===== src/rtl/stack_seq_pkg.sv =====
// Shared definitions for the stack transfer sequencer: op codes, FSM states
// and the SP register block's update-select codes.
package stack_seq_pkg;

    // Stack operation codes; 5..7 are illegal and ignored.
    localparam logic [2:0] OpPush  = 3'd0;
    localparam logic [2:0] OpPop   = 3'd1;
    localparam logic [2:0] OpPopAf = 3'd2;
    localparam logic [2:0] OpCall  = 3'd3;
    localparam logic [2:0] OpRet   = 3'd4;

    // SP register block select codes. The SP block owns these values; only
    // hold/increment/decrement are used by the sequencer.
    localparam logic [2:0] SpSelHold = 3'd0;
    localparam logic [2:0] SpSelInc  = 3'd1;
    localparam logic [2:0] SpSelDec  = 3'd2;
    localparam logic [2:0] SpSelTmp  = 3'd3;
    localparam logic [2:0] SpSelRel  = 3'd4;

    typedef enum logic [2:0] {
        StIdle,
        StPuDec,
        StPuHi,
        StPuLo,
        StPoLo,
        StPoHi,
        StPoCap,
        StFin
    } state_e;

    // Ops that move a word onto the stack.
    function automatic logic op_is_push(input logic [2:0] op);
        return (op == OpPush) || (op == OpCall);
    endfunction

    function automatic logic op_is_legal(input logic [2:0] op);
        return op <= OpRet;
    endfunction

endpackage


===== src/rtl/stack_seq.sv =====
// Stack transfer sequencer: turns one PUSH/POP/CALL/RET-class request into
// two byte-wide memory cycles plus the matching SP steps.
module stack_seq
    import stack_seq_pkg::*;
(
    input  logic        clock,
    input  logic        reset,
    input  logic        start,
    input  logic [2:0]  op,
    input  logic [15:0] word_in,
    input  logic [15:0] sp,
    input  logic [7:0]  mem_rdata,
    output logic [2:0]  sp_sel,
    output logic [15:0] mem_addr,
    output logic [7:0]  mem_wdata,
    output logic        mem_we,
    output logic        mem_re,
    output logic        busy,
    output logic        done,
    output logic [15:0] word_out,
    output logic        pc_load
);

    state_e      state;
    logic [2:0]  op_lat;
    logic [15:0] word;

    logic        lo_en;
    logic        hi_en;
    logic [7:0]  lo_byte;

    // Byte-lane enables for word assembly; POP_AF clears the flag low nibble.
    always_comb begin
        lo_en   = (state == StPoHi);
        hi_en   = (state == StPoCap);
        lo_byte = (op_lat == OpPopAf) ? {mem_rdata[7:4], 4'h0} : mem_rdata;
    end

    // Sequencer FSM plus latched op and word register.
    always_ff @(posedge clock) begin
        if (reset) begin
            state  <= StIdle;
            op_lat <= OpPush;
            word   <= 16'h0000;
        end else begin
            case (state)
                StIdle: begin
                    if (start && op_is_legal(op)) begin
                        op_lat <= op;
                        if (op_is_push(op)) begin
                            word  <= word_in;
                            state <= StPuDec;
                        end else begin
                            state <= StPoLo;
                        end
                    end
                end
                StPuDec: state <= StPuHi;
                StPuHi:  state <= StPuLo;
                StPuLo:  state <= StFin;
                StPoLo:  state <= StPoHi;
                StPoHi:  state <= StPoCap;
                StPoCap: state <= StFin;
                StFin:   state <= StIdle;
                default: state <= StIdle;
            endcase
            if (lo_en) begin
                word[7:0] <= lo_byte;
            end
            if (hi_en) begin
                word[15:8] <= mem_rdata;
            end
        end
    end

    // Memory port and SP select decoded from state; addresses track live sp.
    always_comb begin
        sp_sel    = SpSelHold;
        mem_addr  = 16'h0000;
        mem_wdata = 8'h00;
        mem_we    = 1'b0;
        mem_re    = 1'b0;
        case (state)
            StPuDec: begin
                sp_sel = SpSelDec;
            end
            StPuHi: begin
                mem_addr  = sp;
                mem_wdata = word[15:8];
                mem_we    = 1'b1;
                sp_sel    = SpSelDec;
            end
            StPuLo: begin
                mem_addr  = sp;
                mem_wdata = word[7:0];
                mem_we    = 1'b1;
            end
            StPoLo, StPoHi: begin
                mem_addr = sp;
                mem_re   = 1'b1;
                sp_sel   = SpSelInc;
            end
            default: begin
            end
        endcase
    end

    // Status outputs; push ops report a zero word.
    always_comb begin
        busy     = (state != StIdle);
        done     = (state == StFin);
        pc_load  = (state == StFin) && (op_lat == OpRet);
        word_out = op_is_push(op_lat) ? 16'h0000 : word;
    end

endmodule


===== config.mk =====
export PLATFORM = sky130hd
export DESIGN_NAME = stack_seq
export DESIGN_NICKNAME = d
export VERILOG_FILES = /design/src/rtl/stack_seq_pkg.sv /design/src/rtl/stack_seq.sv
export SDC_FILE = /design/constraint.sdc
export NUM_CORES = 1
export LEC_CHECK = 0
export ABC_CLOCK_PERIOD_IN_PS = 2100
export BUFFER_PORTS_ARGS = -buffer_cell sky130_fd_sc_hd__clkbuf_2
export CAP_MARGIN = 20
export CORE_ASPECT_RATIO = 0.9
export CORE_MARGIN = 5
export CORE_UTILIZATION = 44
export CTS_BUF_LIST = sky130_fd_sc_hd__clkbuf_16
export CTS_CLUSTER_DIAMETER = 200
export DETAILED_ROUTE_END_ITERATION = 8
export PLACE_DENSITY = 0.85
export SYNTH_ARGS = -nofsm -noshare
export SYNTH_HDL_FRONTEND = slang
export SYNTH_SLANG_ARGS = --single-unit

===== constraint.sdc =====
create_clock -name clock -period 2.1 [get_ports clock]
set_input_delay 0.315 -clock clock [delete_from_list [all_inputs] [get_ports clock]]
set_output_delay 0.315 -clock clock [all_outputs]
set_load 0.005 [all_outputs]

==> results of run 1 <==
==> worst reg2reg max path, cell delays in order, from the launching register on <==
cell and delay, ns:
dfxtp_1 0.61, buf_4 0.31, and3b_1 0.33, a311oi_1 0.35, a211oi_1 0.09
==> routing by layer <==
metal	global-route usage (%)	routed length, µm	share of wire [%]
met5	0	0	0
met3	4.99	431	8.4
met2	35.6	2580	50
met1	24.5	2000	39
met4	8.67	112	2.2
==> final cells by class <==
type | count | area, µm²
Clock inverter | 1 | 30.0
Fill cell | 329 | 1440
Tap cell | 46 | 57.6
Timing Repair Buffer | 99 | 513
Multi-Input combinational cell | 149 | 1110
Sequential cell | 22 | 442
Inverter | 3 | 11.3
Clock buffer | 3 | 75.1
==> what timing repair did <==
item                       in CTS  in global routing
gates resized for setup         1                  2
pin swaps                       0                  0
setup endpoints to repair      16                 20
==> through the flow <==
step	area, µm²	power [mW]	cells	hold slack [ns]
after detailed placement	2130	1.02	319	0.497
after floorplan	1650	0.836	191	0.393
after CTS	2230	1.56	323	0.316
after global routing	2240	1.64	323	0.337
final	2240	1.56	323	0.317
after global placement	2130	1.00	319	0.503
==> power groups by stage <==
stage / Sequential (mW) / Clock (mW) / Combinational (mW)
global placement: 0.515 / 0 / 0.487
finish: 0.511 / 0.538 / 0.508
global route: 0.520 / 0.558 / 0.561
detailed placement: 0.518 / 0 / 0.500
floorplan: 0.498 / 0 / 0.338
CTS: 0.509 / 0.541 / 0.509
==> how the worst max path moves through the flow <==
stage                     startpoint            to  slack, ns  cells after the start
after floorplan             state[1]  mem_addr[10]       0.35                      5
after global placement      state[1]   mem_addr[9]       0.35                      4
after detailed placement   op_lat[0]   word_out[7]       0.27                      4
after CTS                   state[1]   mem_addr[9]       0.03                      4
after global routing        state[2]  mem_wdata[5]       0.01                      5
final                       state[2]  mem_wdata[0]       0.13                      5
==> kinds of logic (layout without fill, tap and decap cells) <==
| kind of cell | Yosys count | after routing | share of synthesized area (%) |
|---|---|---|---|
| other | 1 | 1 | 0.227 |
| buffers and inverters | 20 | 106 | 6.44 |
| adders and majority gates | 2 | 2 | 1.52 |
| muxes | 20 | 20 | 12.1 |
| AOI/OAI and AO/OA | 52 | 52 | 25.2 |
| and+or+nand+nor | 70 | 70 | 25.6 |
| DFF | 22 | 22 | 26.7 |
| xor gates and xnor gates | 4 | 4 | 2.12 |
==> registers in the layout, indices dropped and copies added (netlist names) <==
signal  count
word       16
state       3
op_lat      3
==> cells in the final DEF (no fill, tap or decap) <==
master | Yosys | layout
nor2b_1 | 33 | 33
or3b_2 | 1 | 1
clkbuf_16 | 0 | 3
and3b_1 | 3 | 3
o21a_1 | 1 | 1
a2111o_1 | 1 | 1
or4b_4 | 1 | 1
bufinv_16 | 0 | 1
ha_2 | 0 | 1
conb_1 | 1 | 1
buf_4 | 4 | 7
nand2_1 | 6 | 6
xor2_1 | 3 | 3
xnor2_1 | 1 | 1
and3_1 | 1 | 1
inv_1 | 2 | 2
o21ai_0 | 5 | 5
a311oi_1 | 20 | 20
mux2i_1 | 20 | 20
clkbuf_2 | 1 | 92
or3_1 | 1 | 1
nand3b_1 | 2 | 2
nand2b_1 | 2 | 2
ha_1 | 2 | 1
dfxtp_2 | 0 | 1
nor2_1 | 11 | 10
inv_2 | 1 | 1
a211oi_1 | 14 | 14
o31ai_4 | 2 | 2
nor2_2 | 0 | 1
a21oi_1 | 8 | 8
dfxtp_1 | 22 | 21
nor4b_4 | 1 | 1
nand3_1 | 8 | 8
a221o_1 | 1 | 1
==> flow_summary.json, run 1 <==
{
  "vias_per_cell": 5.62,
  "worstSetupEndpointType": "output pin",
  "p_comb_share_pct": 32.6,
  "start_util_pct": 44.9,
  "die_area_um2": 5080,
  "vias": 1816,
  "synth_common_cells": "nor2b_1 (33), dfxtp_1 (22), a311oi_1 (20), mux2i_1 (20), a211oi_1 (14)",
  "yosys.area.top_type": "dfxtp_1",
  "finalCritPeriodShare_pct": 93.6,
  "postSynthAreaPerCell_um2": 8.64,
  "drt_iter0_markers": 139,
  "postCtsSetupBuffers": 0,
  "cp.required_ns": 1.78,
  "grt_max_degree": 23,
  "cts_hold_buf": 0,
  "synth_edf_count": 0,
  "hold_path_depth": 3,
  "reg2reg_to": "word[9]",
  "period_minus_slack_ns": 1.97,
  "cts_tree": "yes",
  "synthCells": 191,
  "pwr-share-clk_pct": 34.6,
  "synth-warning-count": 0,
  "ios": 94,
  "crit_fanout": 9,
  "final_antenna_net_count": 0,
  "clock_path_buffers": 2,
  "antenna_found_initial": 0,
  "p_int_mw": 1.08,
  "ys_seq_area_share_pct": 26.7,
  "ys.flop_type": "dfxtp_1",
  "relSlewSlack_pct": 57.6,
  "path_cells": "inv_1 > ha_1 > nand3_1 > nor2_1 > clkbuf_2",
  "hpwlAfterDp_mm": 3.89,
  "port_buffers": 92,
  "setup-tns-final_ns": 0,
  "path_buf_inv": 2,
  "hp-class": "primary input to flip-flop",
  "synth.ff_latch_count": 22,
  "p_switching_uw": 481,
  "routedWlPerCell_um": 15.9,
  "cp.arrival_ns": 1.65,
  "grt_pass1_wl_mm": 8.08,
  "critical_path_class": "flip-flop to output pin",
  "die_w_um": 74.6,
  "layout-drive-gt1-share_pct": 40.4,
  "hp-start": "word_in[3]",
  "totalWireLength_mm": 5.12,
  "layout.nets": 326,
  "powerDensity_nw_per_um2": 696,
  "setup_viol": 0,
  "diodes": 0,
  "start_kind": "flip-flop",
  "reg2regPathDepth": 4,
  "synthArstFlopShare_pct": 0,
  "critPathSlowestCell": "dfxtp_1",
  "synth_fp_nets": 239,
  "sw_frac_of_total_pct": 30.9,
  "slowest_delay_ns": 0.40,
  "yosysMostFrequentCell": "nor2b_1",
  "synthDistinctLibCells": 33,
  "max_freq_mhz": 509,
  "dr.pass1.iters": 4,
  "ff2ff_setup_slack_ns": 0.28,
  "coreArea_um2": 3680,
  "status": "completed",
  "hold_end": "word[3]",
  "synth_top_area_share_pct": 26.7,
  "worst_pin_slew_ns": 0.636,
  "clk_root_buffer_cell": "clkbuf_16",
  "hold_viol": 0,
  "synthTopCellsByArea": "dfxtp_1 (27%), nor2b_1 (13%), mux2i_1 (12%), a311oi_1 (11%), a211oi_1 (6.4%)",
  "leakagePower_nw": 1.01,
  "cts_buffers": 3,
  "area_growth_pct": 35.6,
  "grt_usage_pct": 20.7,
  "place.gp.congestion": 0.838,
  "maxCapViolCount": 0,
  "clk_pin_slew_ns": 0.06,
  "rsz0062_at_grt": "no",
  "slew_violations": 0,
  "crit_family": "simple AND/OR/NAND/NOR gates",
  "setup_ws_ns": 0.134,
  "finalCoreUtilization_pct": 60.8,
  "skew_ns": 0.00618,
  "rows": 21,
  "clk_latency_ns": 0.26,
  "drc": 0,
  "htreeDepth": 1,
  "die_h_um": 68.1,
  "pre_cts_ws_ns": 0.270,
  "ir_drop_v": 0.000489,
  "seqPwrFrac_pct": 32.8,
  "syn_area_um2": 1650,
  "r2r_start": "state[0]",
  "cts_num_sinks": 22,
  "grt_pass1_vias": 1687,
  "grt_overflow": 0
}
Note: power is estimated with default switching activity, not from simulation.
==> inputs of run 2 (changes only) <==
--- a/config.mk
+++ b/config.mk
@@ -9,7 +9,6 @@
 export BUFFER_PORTS_ARGS = -buffer_cell sky130_fd_sc_hd__clkbuf_2
 export CAP_MARGIN = 20
 export CORE_ASPECT_RATIO = 0.9
-export CORE_MARGIN = 5
 export CORE_UTILIZATION = 44
 export CTS_BUF_LIST = sky130_fd_sc_hd__clkbuf_16
 export CTS_CLUSTER_DIAMETER = 200
==> run 2 against run 1 <==
- wire length fell by 3.8%
- global-route usage is 4.3 points higher
- highest routed layer unchanged
- hold slack worse by 0.00056 ns
- count of clock-buffer cells in the layout stayed put
- design area is 0.34% lower
- sequential cell count unchanged
- first-iteration DRC count shrank 17%
- largest cell class unchanged
- maximum frequency rose by 0.37%
- die area is 21% lower
==> flow_summary.json, run 2 (synthesis results as in run 1) <==
{
  "status": "completed",
  "drt_iter0_markers": 115,
  "cp.arrival_ns": 1.64,
  "critPathSlowestCell": "dfxtp_2",
  "final_cell_mix": "clkbuf_2 (92), nor2b_1 (33), mux2i_1 (20), a311oi_1 (20), dfxtp_1 (19)",
  "rsz0062_at_grt": "no",
  "htreeDepth": 1,
  "vias_per_cell": 5.68,
  "coreArea_um2": 3480,
  "final_antenna_net_count": 0,
  "setup-tns-final_ns": 0,
  "cp.required_ns": 1.78,
  "area_growth_pct": 35.1,
  "p_comb_share_pct": 31.8,
  "crit_fanout": 14,
  "p_switching_uw": 481,
  "path_buf_inv": 2,
  "setup_viol": 0,
  "die_h_um": 60.1,
  "diodes": 0,
  "finalCritPeriodShare_pct": 93.3,
  "port_buffers": 92,
  "cts_num_sinks": 22,
  "layout-drive-gt1-share_pct": 40.9,
  "seqPwrFrac_pct": 33.5,
  "grt_max_degree": 23,
  "clk_pin_slew_ns": 0.06,
  "r2r_start": "state[1]",
  "worst_pin_slew_ns": 0.647,
  "routedWlPerCell_um": 15.4,
  "grt_pass1_vias": 1668,
  "cp-startpoint": "state[2]",
  "cts_hold_buf": 0,
  "sw_frac_of_total_pct": 30.9,
  "worstSetupEndpointType": "output pin",
  "place.gp.congestion": 0.831,
  "relSlewSlack_pct": 56.8,
  "final_common_cell": "clkbuf_2",
  "hpwlAfterDp_mm": 3.62,
  "antenna_found_initial": 0,
  "grt_pass1_wl_mm": 7.63,
  "p_int_mw": 1.07,
  "postLayoutCellArea_um2": 2230,
  "start_util_pct": 47.4,
  "slowest_delay_ns": 0.50,
  "cts_buffers": 3,
  "leakagePower_nw": 1.01,
  "die_w_um": 66.6,
  "period_minus_slack_ns": 1.96,
  "ir_drop_v": 0.000763,
  "maxCapViolCount": 0,
  "cts_tree": "yes",
  "vias": 1816,
  "clock_path_buffers": 2,
  "path_cells": "inv_1 > ha_1 > nand3_1 > nor2_1 > clkbuf_2",
  "start_kind": "flip-flop",
  "critical_path_class": "flip-flop to output pin",
  "hold_viol": 0,
  "die_area_um2": 4000,
  "slew_violations": 0,
  "hp-start": "word_in[2]",
  "crit_family": "flip-flops",
  "reg.largest.list": "word x16, op_lat x3, state x3",
  "hp-class": "primary input to flip-flop",
  "drc": 0,
  "ios": 94,
  "clk_latency_ns": 0.26,
  "dr.pass1.iters": 4,
  "grt_usage_pct": 25.0,
  "grt_overflow": 0,
  "ff2ff_setup_slack_ns": 0.37,
  "layout.nets": 325,
  "clk_root_buffer_cell": "clkbuf_16",
  "powerDensity_nw_per_um2": 697,
  "regMostFlops": "word",
  "p_total_mw": 1.55,
  "placedInstanceArea_um2": 2120,
  "pwr-share-clk_pct": 34.7,
  "totalWireLength_mm": 4.93,
  "skew_ns": 0.00437,
  "rows": 20,
  "fill_cells": 304,
  "largest_reg_flops": 16,
  "max_freq_mhz": 510
}
run 2: metal layers:
metal  routed length [µm]  global-route usage [%]
met2                 2520                    46.2
met4                   34                    5.78
met5                    0                       0
met1                 2030                    29.1
met3                  344                    5.73
run 2: worst paths after layout:
path,end,cells after the start
hold / removal,word[2],3
setup reg to reg,word[1],3
setup / recovery,mem_wdata[6],5
hold reg to reg,op_lat[1],2
run 2: power groups by stage:
stage / combinational, mW / sequential [mW] / clock (mW)
global placement: 0.473 / 0.520 / 0
CTS: 0.491 / 0.519 / 0.541
finish: 0.495 / 0.520 / 0.539
global route: 0.538 / 0.528 / 0.560
floorplan: 0.338 / 0.498 / 0
detailed placement: 0.486 / 0.526 / 0
run 2: area by class of cell:
type | count | area, µm² | share of cell area (%)
clock inverter | 1 | 30.0 | 1.35
multi-input combinational | 149 | 1110 | 49.7
clock buffer | 3 | 75.1 | 3.37
inverter | 3 | 11.3 | 0.505
timing repair buffer | 98 | 505 | 22.7
sequential | 22 | 444 | 19.9
tap | 44 | 55.1 | 2.47
run 2: tightest hold or removal path, cell delays in order:
cell	delay (ns)
clkbuf_2	0.08
nand2_1	0.05
a311oi_1	0.08
run 2: repair_timing:
| action | CTS | global route |
|---|---|---|
| setup buffers | 0 | 0 |
| resized for setup | 3 | 2 |
| setup endpoints to repair | 34 | 17 |
run 2: per-stage QoR:
step	hold WS (ns)	util [%]	setup WS, ns	instances
2_1_floorplan	0.393	-	0.354	191
3_3_place_gp	0.504	60.8	0.250	316
3_5_place_dp	0.514	60.8	0.178	316
4_1_cts	0.316	64.0	0.0764	320
5_1_grt	0.328	64.1	0.0315	320
6_report	0.316	64.1	0.141	320
==> inputs of run 3 (changes only) <==
==> config.mk (replaced) <==
export PLATFORM = sky130hd
export DESIGN_NAME = stack_seq
export DESIGN_NICKNAME = d
export VERILOG_FILES = /design/src/rtl/stack_seq_pkg.sv /design/src/rtl/stack_seq.sv
export SDC_FILE = /design/constraint.sdc
export NUM_CORES = 1
export LEC_CHECK = 0
export ABC_CLOCK_PERIOD_IN_PS = 2100
export CAP_MARGIN = 10
export CORE_ASPECT_RATIO = 0.9
export CORE_UTILIZATION = 45
export CTS_BUF_LIST = sky130_fd_sc_hd__clkbuf_16
export CTS_CLUSTER_DIAMETER = 200
export DETAILED_ROUTE_END_ITERATION = 8
export DONT_BUFFER_PORTS = 1
export PLACE_DENSITY = 0.65
export SYNTH_ARGS = -nofsm -noshare
export SYNTH_HDL_FRONTEND = slang
export SYNTH_SLANG_ARGS = --single-unit
==> run 3 against run 2 <==
- wire length decreased by 5.0%
- die area decreased by 2.2%
- cell count decreased by 29%
==> flow_summary.json, run 3 (synthesis results as in run 1) <==
{
  "setup_ws_ns": 0.100,
  "cts_buffers": 3,
  "cp.arrival_ns": 1.68,
  "clk_pin_slew_ns": 0.06,
  "layout.nets": 233,
  "port_buffers": 0,
  "hpwlAfterDp_mm": 3.27,
  "maxCapViolCount": 0,
  "dr.pass1.iters": 4,
  "die_h_um": 59.5,
  "worstSetupEndpointType": "output pin",
  "drc": 0,
  "placedInstanceArea_um2": 1660,
  "coreArea_um2": 3430,
  "totalWireLength_mm": 4.68,
  "ios": 94,
  "vias": 1535,
  "routedWlPerCell_um": 20.5,
  "layout.cells.non_filler": 228,
  "setup-tns-final_ns": 0,
  "start_util_pct": 48.1,
  "clk_root_buffer_cell": "clkbuf_16",
  "die_w_um": 65.8,
  "diodes": 0,
  "skew_ns": 0.00631,
  "worst_pin_slew_ns": 0.663,
  "grt_max_degree": 23,
  "grt_pass1_vias": 1518,
  "hp-class": "primary input to flip-flop",
  "hold_viol": 0,
  "vias_per_cell": 6.73,
  "rsz0062_at_grt": "no",
  "cts_num_sinks": 22,
  "clock_path_buffers": 2,
  "critical_path_class": "flip-flop to output pin",
  "cts_tree": "yes",
  "grt_usage_pct": 24.7,
  "die_area_um2": 3910,
  "leakagePower_nw": 0.606,
  "grt_overflow": 0,
  "relSlewSlack_pct": 55.7,
  "final_cell_mix": "nor2b_1 (33), dfxtp_1 (21), mux2i_1 (20), a311oi_1 (20), a211oi_1 (14)",
  "start_kind": "flip-flop",
  "slew_violations": 0,
  "powerDensity_nw_per_um2": 814,
  "crit_fanout": 9,
  "max_freq_mhz": 500,
  "fill_cells": 321,
  "postLayoutCellArea_um2": 1760,
  "clk_latency_ns": 0.26,
  "place_inst": 224,
  "setup_viol": 0,
  "regMostFlops": "word",
  "seqCellArea_um2": 442,
  "drt_iter0_markers": 62,
  "area_growth_pct": 6.90,
  "layout-drive-gt1-share_pct": 9.78,
  "multi_input_area_um2": 1110,
  "antenna_found_initial": 0,
  "ir_drop_v": 0.000466,
  "largest_reg_flops": 16,
  "postCtsSetupBuffers": 0,
  "final_antenna_net_count": 0,
  "p_total_mw": 1.44,
  "place.gp.congestion": 0.885,
  "finalCritPeriodShare_pct": 95.2,
  "grt_pass1_wl_mm": 7.33,
  "cp.required_ns": 1.78,
  "rows": 20,
  "pre_cts_ws_ns": 0.210,
  "htreeDepth": 1,
  "reg.largest.list": "word x16, op_lat x3, state x3",
  "final_common_cell": "nor2b_1",
  "period_minus_slack_ns": 2.00,
  "status": "completed"
}
[run 3: changes by cell type in the layout (fill, tap and decap cells not counted)]
| cell | previous run | this run |
|---|---|---|
| clkbuf_2 | 92 | 0 |
| dfxtp_1 | 19 | 21 |
| dfxtp_2 | 3 | 1 |
| ha_1 | 1 | 2 |
| ha_2 | 1 | 0 |
[run 3: report_power, final]
group          internal, mW  leakage (nW)  switching (mW)
logic                 0.156         0.375           0.230
clock network         0.379        0.0511           0.162
registers             0.462         0.180          0.0481
[run 3: layer usage]
| metal | vias up | GRT usage (%) | wire, µm |
|---|---|---|---|
| li1 | 699 | - | - |
| met1 | 746 | 30.2 | 1900 |
| met2 | 86 | 42.7 | 2280 |
| met3 | 4 | 7.12 | 468 |
| met4 | 0 | 5.59 | 34 |
| met5 | - | 0 | 0 |
[run 3: what timing repair did]
action                     4_1_cts  5_1_grt
gates cloned                     0        0
hold buffers                     0        0
gates resized for setup          1        1
setup endpoints to repair       16        8
hold endpoints to repair         0        0
[run 3: metrics by stage]
step | utilization [%] | hold slack, ns
floorplan | - | 0.393
global placement | 48.3 | 0.387
detailed placement | 48.3 | 0.392
CTS | 51.4 | 0.118
global route | 51.5 | 0.112
finish | 51.5 | 0.119
[run 3: area by class of cell]
cell class                 instances  share of cell area, %
multi-input combinational        149                   62.7
sequential                        22                   25.0
clock buffer                       3                   4.26
tap                               44                   3.12
timing repair buffer               6                   2.55
clock inverter                     1                   1.70
inverter                           3                  0.638
[run 3: final timing paths]
check	start	cells after the start	slack, ns	end
worst max-delay path	state[1]	3	0.10	mem_wdata[7]
worst min-delay path	reset	1	0.12	state[1]
worst max register to register	state[1]	3	0.34	word[15]
worst min register to register	op_lat[2]	2	0.53	op_lat[2]
[run 3: critical path: stages (launching register included)]
cell     delay [ns]
dfxtp_1        0.53
ha_1           0.26
nand3_1        0.34
nor2_1         0.28
